===== config.mk =====
export PLATFORM = sky130hd
export DESIGN_NAME = param_bus_datapath
export DESIGN_NICKNAME = d
export VERILOG_FILES = /design/src/rtl/param_bus_datapath.sv
export SDC_FILE = /design/constraint.sdc
export NUM_CORES = 2
export LEC_CHECK = 0
export CAP_MARGIN = 15
export CORE_UTILIZATION = 47
export DETAILED_ROUTE_END_ITERATION = 7
export PLACE_DENSITY = 0.73
export REMOVE_ABC_BUFFERS = 1
export SLEW_MARGIN = 20
export SYNTH_ARGS = -nofsm -noshare
export SYNTH_HDL_FRONTEND = slang
export SYNTH_SLANG_ARGS = --single-unit

===== constraint.sdc =====
create_clock -name clock -period 4.07 [get_ports clock]
set_clock_uncertainty 0.15 [all_clocks]
set_input_delay 0.407 -clock clock [delete_from_list [all_inputs] [get_ports clock]]
set_output_delay 0.407 -clock clock [all_outputs]
set_load 0.01 [all_outputs]

===== src/rtl/param_bus_datapath.sv =====
// Single-bus CPU datapath: GPRs, HI/LO, Y/Z, PC, IR, MAR/MDR, I/O ports and CON flip-flop
// around one OR-combined bus, with a handshaked wait-state/timeout memory interface.
//
// state   | meaning
// IDLE    | no memory transaction outstanding
// RD_WAIT | read issued, waiting for mem_ack (MDR loads rdata on ack)
// WR_WAIT | write issued, waiting for mem_ack
module param_bus_datapath #(
  parameter int WIDTH       = 32,
  parameter int NREGS       = 16,
  parameter int IMM_W       = 19,
  parameter int R0_ZERO     = 1,
  parameter int MEM_TIMEOUT = 15
) (
  input  logic                 clock,
  input  logic                 clear,
  input  logic [NREGS+7:0]     src_oe,
  input  logic [NREGS+8:0]     dst_en,
  input  logic                 z_in,
  input  logic                 inc_pc,
  input  logic                 mem_rd,
  input  logic                 mem_wr,
  output logic                 mem_req,
  output logic                 mem_we,
  output logic [WIDTH-1:0]     mem_addr,
  output logic [WIDTH-1:0]     mem_wdata,
  input  logic [WIDTH-1:0]     mem_rdata,
  input  logic                 mem_ack,
  output logic                 mem_busy,
  output logic                 mem_err,
  output logic [WIDTH-1:0]     alu_a,
  output logic [WIDTH-1:0]     alu_b,
  input  logic [2*WIDTH-1:0]   alu_c,
  output logic [WIDTH-1:0]     bus,
  output logic [WIDTH-1:0]     ir,
  output logic                 bus_conflict,
  input  logic                 inport_strobe,
  input  logic [WIDTH-1:0]     inport_data,
  output logic [WIDTH-1:0]     outport,
  output logic                 con_out
);

  localparam int N   = NREGS;
  localparam int SW  = NREGS + 8;
  localparam int EXT = WIDTH - IMM_W;
  localparam int CW  = $clog2(MEM_TIMEOUT + 1);

  localparam int S_HI = N,     S_LO = N + 1, S_ZHI = N + 2, S_ZLO = N + 3;
  localparam int S_PC = N + 4, S_MDR = N + 5, S_IN = N + 6, S_CSIGN = N + 7;
  localparam int D_HI = N,     D_LO = N + 1, D_Y = N + 2,   D_PC = N + 3, D_IR = N + 4;
  localparam int D_MAR = N + 5, D_MDR = N + 6, D_OUT = N + 7, D_CON = N + 8;

  typedef enum logic [1:0] {IDLE, RD_WAIT, WR_WAIT} mem_state_e;

  logic [WIDTH-1:0] gpr_q [NREGS];
  logic [WIDTH-1:0] gpr_d [NREGS];
  logic [WIDTH-1:0] hi_q, hi_d, lo_q, lo_d, y_q, y_d, zhi_q, zhi_d, zlo_q, zlo_d;
  logic [WIDTH-1:0] pc_q, pc_d, ir_q, ir_d, mar_q, mar_d, mdr_q, mdr_d;
  logic [WIDTH-1:0] in_q, in_d, out_q, out_d;
  logic             con_q, con_d, conflict_q, conflict_d;

  mem_state_e       state_q;
  logic [CW-1:0]    cnt_q;
  logic             mem_req_q, mem_we_q, mem_err_q;
  logic [WIDTH-1:0] mem_addr_q, mem_wdata_q;

  logic [WIDTH-1:0] bus_val, csign;
  logic             multi_src, con_cond, rd_done;

  assign csign     = {{EXT{ir_q[IMM_W-1]}}, ir_q[IMM_W-1:0]};
  assign multi_src = |(src_oe & (src_oe - SW'(1)));
  assign rd_done   = (state_q == RD_WAIT) && mem_ack;

  always_comb begin
    bus_val = '0;
    for (int i = 0; i < NREGS; i++) begin
      if (src_oe[i] && !(R0_ZERO != 0 && i == 0)) bus_val = bus_val | gpr_q[i];
    end
    if (src_oe[S_HI])    bus_val = bus_val | hi_q;
    if (src_oe[S_LO])    bus_val = bus_val | lo_q;
    if (src_oe[S_ZHI])   bus_val = bus_val | zhi_q;
    if (src_oe[S_ZLO])   bus_val = bus_val | zlo_q;
    if (src_oe[S_PC])    bus_val = bus_val | pc_q;
    if (src_oe[S_MDR])   bus_val = bus_val | mdr_q;
    if (src_oe[S_IN])    bus_val = bus_val | in_q;
    if (src_oe[S_CSIGN]) bus_val = bus_val | csign;
  end

  always_comb begin
    con_cond = 1'b0;
    case (ir_q[IMM_W+1:IMM_W])
      2'b00:   con_cond = (bus_val == '0);
      2'b01:   con_cond = (bus_val != '0);
      2'b10:   con_cond = ~bus_val[WIDTH-1];
      default: con_cond = bus_val[WIDTH-1];
    endcase
  end

  always_comb begin
    gpr_d = gpr_q;
    for (int i = 0; i < NREGS; i++) begin
      if (dst_en[i]) gpr_d[i] = bus_val;
    end
    if (R0_ZERO != 0) gpr_d[0] = '0;
    hi_d  = dst_en[D_HI]  ? bus_val : hi_q;
    lo_d  = dst_en[D_LO]  ? bus_val : lo_q;
    y_d   = dst_en[D_Y]   ? bus_val : y_q;
    ir_d  = dst_en[D_IR]  ? bus_val : ir_q;
    mar_d = dst_en[D_MAR] ? bus_val : mar_q;
    out_d = dst_en[D_OUT] ? bus_val : out_q;
    con_d = dst_en[D_CON] ? con_cond : con_q;
    in_d  = inport_strobe ? inport_data : in_q;
    zhi_d = z_in ? alu_c[2*WIDTH-1:WIDTH] : zhi_q;
    zlo_d = z_in ? alu_c[WIDTH-1:0] : zlo_q;
    if (dst_en[D_PC])  pc_d = bus_val;
    else if (inc_pc)   pc_d = pc_q + WIDTH'(1);
    else               pc_d = pc_q;
    // Returning read data wins over a bus load in the same cycle.
    if (rd_done)            mdr_d = mem_rdata;
    else if (dst_en[D_MDR]) mdr_d = bus_val;
    else                    mdr_d = mdr_q;
    conflict_d = conflict_q | multi_src;
  end

  always_ff @(posedge clock) begin
    if (clear) begin
      gpr_q      <= '{default: '0};
      hi_q       <= '0;
      lo_q       <= '0;
      y_q        <= '0;
      zhi_q      <= '0;
      zlo_q      <= '0;
      pc_q       <= '0;
      ir_q       <= '0;
      mar_q      <= '0;
      mdr_q      <= '0;
      in_q       <= '0;
      out_q      <= '0;
      con_q      <= 1'b0;
      conflict_q <= 1'b0;
    end else begin
      gpr_q      <= gpr_d;
      hi_q       <= hi_d;
      lo_q       <= lo_d;
      y_q        <= y_d;
      zhi_q      <= zhi_d;
      zlo_q      <= zlo_d;
      pc_q       <= pc_d;
      ir_q       <= ir_d;
      mar_q      <= mar_d;
      mdr_q      <= mdr_d;
      in_q       <= in_d;
      out_q      <= out_d;
      con_q      <= con_d;
      conflict_q <= conflict_d;
    end
  end

  // cnt_q holds the remaining wait cycles after the current one; zero with no ack is a timeout.
  always_ff @(posedge clock) begin
    if (clear) begin
      state_q     <= IDLE;
      cnt_q       <= '0;
      mem_req_q   <= 1'b0;
      mem_we_q    <= 1'b0;
      mem_err_q   <= 1'b0;
      mem_addr_q  <= '0;
      mem_wdata_q <= '0;
    end else begin
      case (state_q)
        IDLE: begin
          if (mem_rd && mem_wr) begin
            mem_err_q <= 1'b1;
          end else if (mem_rd) begin
            state_q    <= RD_WAIT;
            mem_req_q  <= 1'b1;
            mem_we_q   <= 1'b0;
            mem_addr_q <= mar_q;
            cnt_q      <= CW'(MEM_TIMEOUT - 1);
          end else if (mem_wr) begin
            state_q     <= WR_WAIT;
            mem_req_q   <= 1'b1;
            mem_we_q    <= 1'b1;
            mem_addr_q  <= mar_q;
            mem_wdata_q <= mdr_q;
            cnt_q       <= CW'(MEM_TIMEOUT - 1);
          end
        end
        RD_WAIT, WR_WAIT: begin
          if (mem_ack) begin
            state_q   <= IDLE;
            mem_req_q <= 1'b0;
            mem_we_q  <= 1'b0;
          end else if (cnt_q == '0) begin
            state_q   <= IDLE;
            mem_req_q <= 1'b0;
            mem_we_q  <= 1'b0;
            mem_err_q <= 1'b1;
          end else begin
            cnt_q <= cnt_q - CW'(1);
          end
        end
        default: begin
          state_q   <= IDLE;
          mem_req_q <= 1'b0;
          mem_we_q  <= 1'b0;
        end
      endcase
    end
  end

  assign bus          = bus_val;
  assign alu_a        = y_q;
  assign alu_b        = bus_val;
  assign ir           = ir_q;
  assign outport      = out_q;
  assign con_out      = con_q;
  assign bus_conflict = conflict_q;
  assign mem_req      = mem_req_q;
  assign mem_we       = mem_we_q;
  assign mem_busy     = mem_req_q;
  assign mem_err      = mem_err_q;
  assign mem_addr     = mem_addr_q;
  assign mem_wdata    = mem_wdata_q;

endmodule

Yosys cells after proc, flatten, opt, wreduce, memory -nomap -nowiden --
Cells that the tools add are included.
Word-level totals: logic and storage cells 149, input bits 185, register bits after elaboration 907, output and inout port bits 230
Cells by class: multiplexer cells 55, reduce and logical (&&, ||, !) cells 18, add/sub/neg operators 3, bitwise gates (word level) 27, equal/unequal tests 11
Operators by type and width (count):
- 32-bit two-way mux | 29
- 32-bit bitwise OR | 22
- 32-bit by 1-bit adder with 32-bit output (second input constant) | 1
- 32-bit logical NOT | 1
- 32-bit nonzero test | 1
- 24-bit AND | 1
- 24-bit OR reduction | 1
- 24-bit by 1-bit subtractor with 24-bit output (second input constant) | 1
- 4-bit two-way mux | 5
- 1-bit two-way mux | 10
- 2-bit two-way mux | 5
- 2-bit inequality test (second input constant) | 5
- 4-bit one-hot mux with 2 select lines | 1
- 4-bit AND reduction | 2
- 2-bit nonzero test | 4
- 3-bit inequality test (second input constant) | 2
- 1-bit one-hot mux with 2 select lines | 3
- 3-bit AND reduction | 2
- 5-bit AND reduction | 1
- 2-bit by 1-bit equality test with 1-bit output (second input constant) | 2
- 2-bit equality test (second input constant) | 2
- 2-bit logical NOT | 2
- 4-bit logical NOT | 1
- 2-bit one-hot mux with 2 select lines | 1
- 6 further kinds | 9

Longest topological paths before layout --
depth in word-level cells 47, gate-level depth with buffers 11, depth with buffers taken out 9

Worst setup path before layout --
No wires, ideal clock.
path kind input port to flip-flop, start point in src_oe[3], end point reg conflict_q (netlist: bus_conflict), path slack 1.083 ns, required time 3.787 ns, arrival time 2.704 ns, stages on the path 9, path buffers 1, setup time 0.133 ns, cells stage by stage buf_2 nor4_4 nand4_1 or4_1 or4_4 nand2b_1 maj3_2 o31ai_1 a31oi_1
On the way: longest elaborated chain between the ends 4
RTL lines:
- start, declared | RTL line 17 | input logic [NREGS+7:0] src_oe,
- 24-bit by 1-bit subtractor with 24-bit output | RTL line 71 | assign multi_src = |(src_oe & (src_oe - SW'(1)));
- 24-bit AND * | RTL line 71
- 24-bit OR reduction * | RTL line 71
- 1-bit bitwise OR * | RTL line 122 | conflict_d = conflict_q | multi_src;
- end signal, assigned | RTL line 155 | conflict_q <= conflict_d;
- end, declared | RTL line 60 | logic con_q, con_d, conflict_q, conflict_d;
Every way passes the cells marked *; elsewhere a longest branch is shown, timed or not. A chain may end at the register's enable or synchronous reset.

Worst setup path after layout --
start point reg ir_q[18] (netlist: ir[18]), end point out bus[31]
On the way: longest elaborated chain between the ends 2
RTL lines:
- start, declared | RTL line 58 | logic [WIDTH-1:0] pc_q, pc_d, ir_q, ir_d, mar_q, mar_d, mdr_q, mdr_d;
- start signal, assigned | RTL line 149 | ir_q <= ir_d;
- 32-bit bitwise OR | RTL line 86 | if (src_oe[S_CSIGN]) bus_val = bus_val | csign;
- 32-bit two-way mux | RTL line 86
- end, declared | RTL line 34 | output logic [WIDTH-1:0] bus,
Every way passes these cells.

==> results.toml <==
[detailed_routing]
drc = 0
vias = 32235
first_pass_iters = 6
wl_per_cell_um = 25.0
vias_per_cell = 6.17
drt_iter0_drc = 4061
routed_wl_um = 131000
ant_nets = 0

[sta]
slew_viol_final = 0
fin_tns_setup_ps = 0
hold_violations = 0
worst_slew_pin_slew_ps = 1230
max-slew-margin-rel = 0.178
fmax_ghz = 0.264
hold_ws_ps = 109
setup-violations-final = 0
period_share = 0.930
rsz0062_at_grt = "false"
min_period_ps = 3780

[synth]
synth_area_per_cell_um2 = 8.91
synth_top_family_by_area = "compound AO/OA/AOI/OAI gates"
synth.cell_area_mm2 = 0.0358
ys_ff_latch = 906
yosysTopAreaCellShare = 0.506
ys_top_cells_by_area = "dfxtp_1 (51%), a211oi_1 (16%), nor2_1 (9.3%)"
synthFlopType = "dfxtp_1"
ys_seq_area_frac = 0.506
synth-edff-count = 0
yosysTopAreaCell = "dfxtp_1"
async_reset_ff_frac = 0
syn_inst = 4020
synth_cell_type_count = 50
synth.area.mux_share = 0.0271
synthAdderAreaFrac = 0.00297
yosys_warnings = 0
synth_compound_area_frac = 0.251
yosys.area_share.xor_xnor = 0.00733
synthSimpleGateAreaFrac = 0.145

[power]
p_leak_uw = 0.0164
cellPowerDensity_mw_per_mm2 = 510
total_power_uw = 22200
peakVddDrop_uv = 361

[clock_tree]
cts.htree.levels = 3
cts_resized = 0
clock-sinks = 906
path_clk_slew_ps = 60
cts_hold_buf = 0
post_cts_buffers = 0
cts-root-buf = "clkbuf_16"
numCtsBuffers = 95
cts_tree = "done"
clockBufferDepth = 3
insertion_delay_ps = 660

[floorplan]
die_area_mm2 = 0.0773
rows = 100
chipHeight_um = 278
io_pins = 415
initial_utilization = 0.478
die_w_um = 278
core_area_mm2 = 0.0749

[status]
status = "finished clean"

[job]
max_cap_viol_count = 0

[worst_setup_path]
cp_slowest_cell = "clkdlybuf4s50_1"
slowest_delay_ps = 510
critPathKind = "register to primary output"
critPathLaunchType = "register"
end_kind = "primary output"
critPathMaxFanout = 26
critPathArrivalTime_ps = 3230
crit_chain = "and2_1 -> a21oi_1 -> nand4_1 -> nor3_4 -> buf_4 -> inv_1 -> clkdlybuf4s50_1"
cp.required_ps = 3510

[global_route]
antenna_found_initial = 12
grt_pass1_wl_um = 193000
grt_overflow = 0
grt_start_max_net_pins = 122
grt_use_total = 0.328
grt_pass1_vias = 29622

[layout]
final_nets = 4366
fill_cells = 6546
multi_input_area_mm2 = 0.0157
regArea_mm2 = 0.0181
stdcell_count = 5227
layout-drive-gt1-share = 0.0889
syn_to_final_growth_pct = 21.7

[placed_design]
portBuffers = 413
placedCellCount = 5047
place_hpwl_um = 80500
gp_congestion = 0.901

[worst_hold_path]
hp-class = "primary input to register"
cells in the final DEF (no fill, tap or decap), types with 4 or more instances in the layout:
master | netlist | final
dfxtp_1 | 906 | 906
nor2_1 | 888 | 888
a211oi_1 | 740 | 740
clkdlybuf4s50_1 | 0 | 364
a22oi_1 | 263 | 263
nand2_1 | 150 | 149
a21oi_1 | 120 | 120
buf_4 | 35 | 118
mux2i_1 | 97 | 97
clkbuf_16 | 0 | 95
nand3_1 | 59 | 59
nand4_1 | 58 | 58
inv_1 | 42 | 42
buf_2 | 28 | 41
a222oi_1 | 32 | 32
a22o_1 | 22 | 22
clkbuf_8 | 0 | 22
xnor2_1 | 19 | 19
a221oi_1 | 18 | 18
nor3_4 | 1 | 17
clkbuf_1 | 377 | 17
buf_12 | 0 | 17
clkinv_2 | 0 | 16
nor3_2 | 24 | 15
bufinv_16 | 0 | 13
xor2_1 | 11 | 11
and3_1 | 8 | 8
nand2b_1 | 8 | 8
diode_2 | 0 | 6
ha_1 | 6 | 6
and2_1 | 7 | 5
nor3_1 | 12 | 5
o21ai_0 | 4 | 4
or4_1 | 4 | 4
o31ai_1 | 4 | 4
inv_6 | 0 | 4
clkinvlp_4 | 0 | 4
where the power goes:
group | internal [µW] | switching, µW
sequential | 9580 | 440
clock | 5530 | 3720
combinational | 1180 | 1780
total | 16300 | 5940
worst paths after layout:
kind	end	startpoint	cells after the start	slack, ps
min reg2reg	mem_addr[8]	mar_q[8]	2	300
max reg2reg	con_out	ir[18]	9	820
min	mdr_q[5]	clear	2	110
max	bus[31]	ir[18]	7	290
state kept, by name, indices dropped and copies added, names as in the netlist, 2 cells and up:
name	flops
gpr_q	480
alu_a	32
hi_q	32
in_q	32
ir	32
lo_q	32
mar_q	32
mdr_q	32
mem_addr	32
mem_wdata	32
outport	32
pc_q	32
zhi_q	32
zlo_q	32
cnt_q	4
state_q	2
logic make-up (layout without fill, tap and decap cells):
logic type,after synthesis,count (layout)
buffers and inverters,526,758
multiplexers,97,97
XOR/XNOR,30,30
other,0,6
flip-flops,906,906
AND/OR/NAND/NOR,1235,1235
adder cells (fa/ha/maj),9,9
AO/OA/AOI/OAI,1217,1217
routing by layer:
layer	track usage	part of all wire	up-vias
met4	0.130	0.041	14
met5	0	0.00057	-
met2	0.508	0.44	1764
met3	0.0671	0.10	338
met1	0.445	0.41	15265
li1	-	-	14854
per-stage QoR:
step / instance area, µm² / utilization / worst slack (ps)
2_1_floorplan: 33800 / - / 413
3_3_place_gp: 40200 / 0.537 / 462
3_5_place_dp: 40200 / 0.537 / 477
4_1_cts: 43600 / 0.581 / 268
5_1_grt: 43600 / 0.581 / 175
6_report: 43600 / 0.582 / 286
cells in the mapped netlist, drive strengths merged (2+ instances only):
library cell  instances
dfxtp               906
nor2                888
a211oi              740
clkbuf              377
a22oi               263
nand2               150
a21oi               120
buf                 106
mux2i                97
nand3                59
nand4                58
inv                  43
nor3                 37
a222oi               32
a22o                 22
a221oi               21
xnor2                19
xor2                 11
and3                  8
nand2b                8
and2                  7
ha                    6
or4                   5
o21ai                 4
o31ai                 4
a311oi                3
and4                  3
maj3                  3
nor3b                 3
or3                   3
a2111o                2
a31oi                 2
nor2b                 2
nor4                  2
or4b                  2
area by class of cell:
type,instances,area share
tap,969,0.0278
multi-input combinational,2588,0.359
inverter,43,0.00370
clock buffer,134,0.0629
timing repair buffer,541,0.117
clock inverter,40,0.0132
sequential,906,0.416
antenna,6,0.000344
worst max-delay path: cells and delay by family (launching register included):
kind            cells  cell delay [ps]
compound gates      1              200
buf+inv             3             1090
simple gates        3              910
flops               1              380
(Power assumes the default switching activity.)
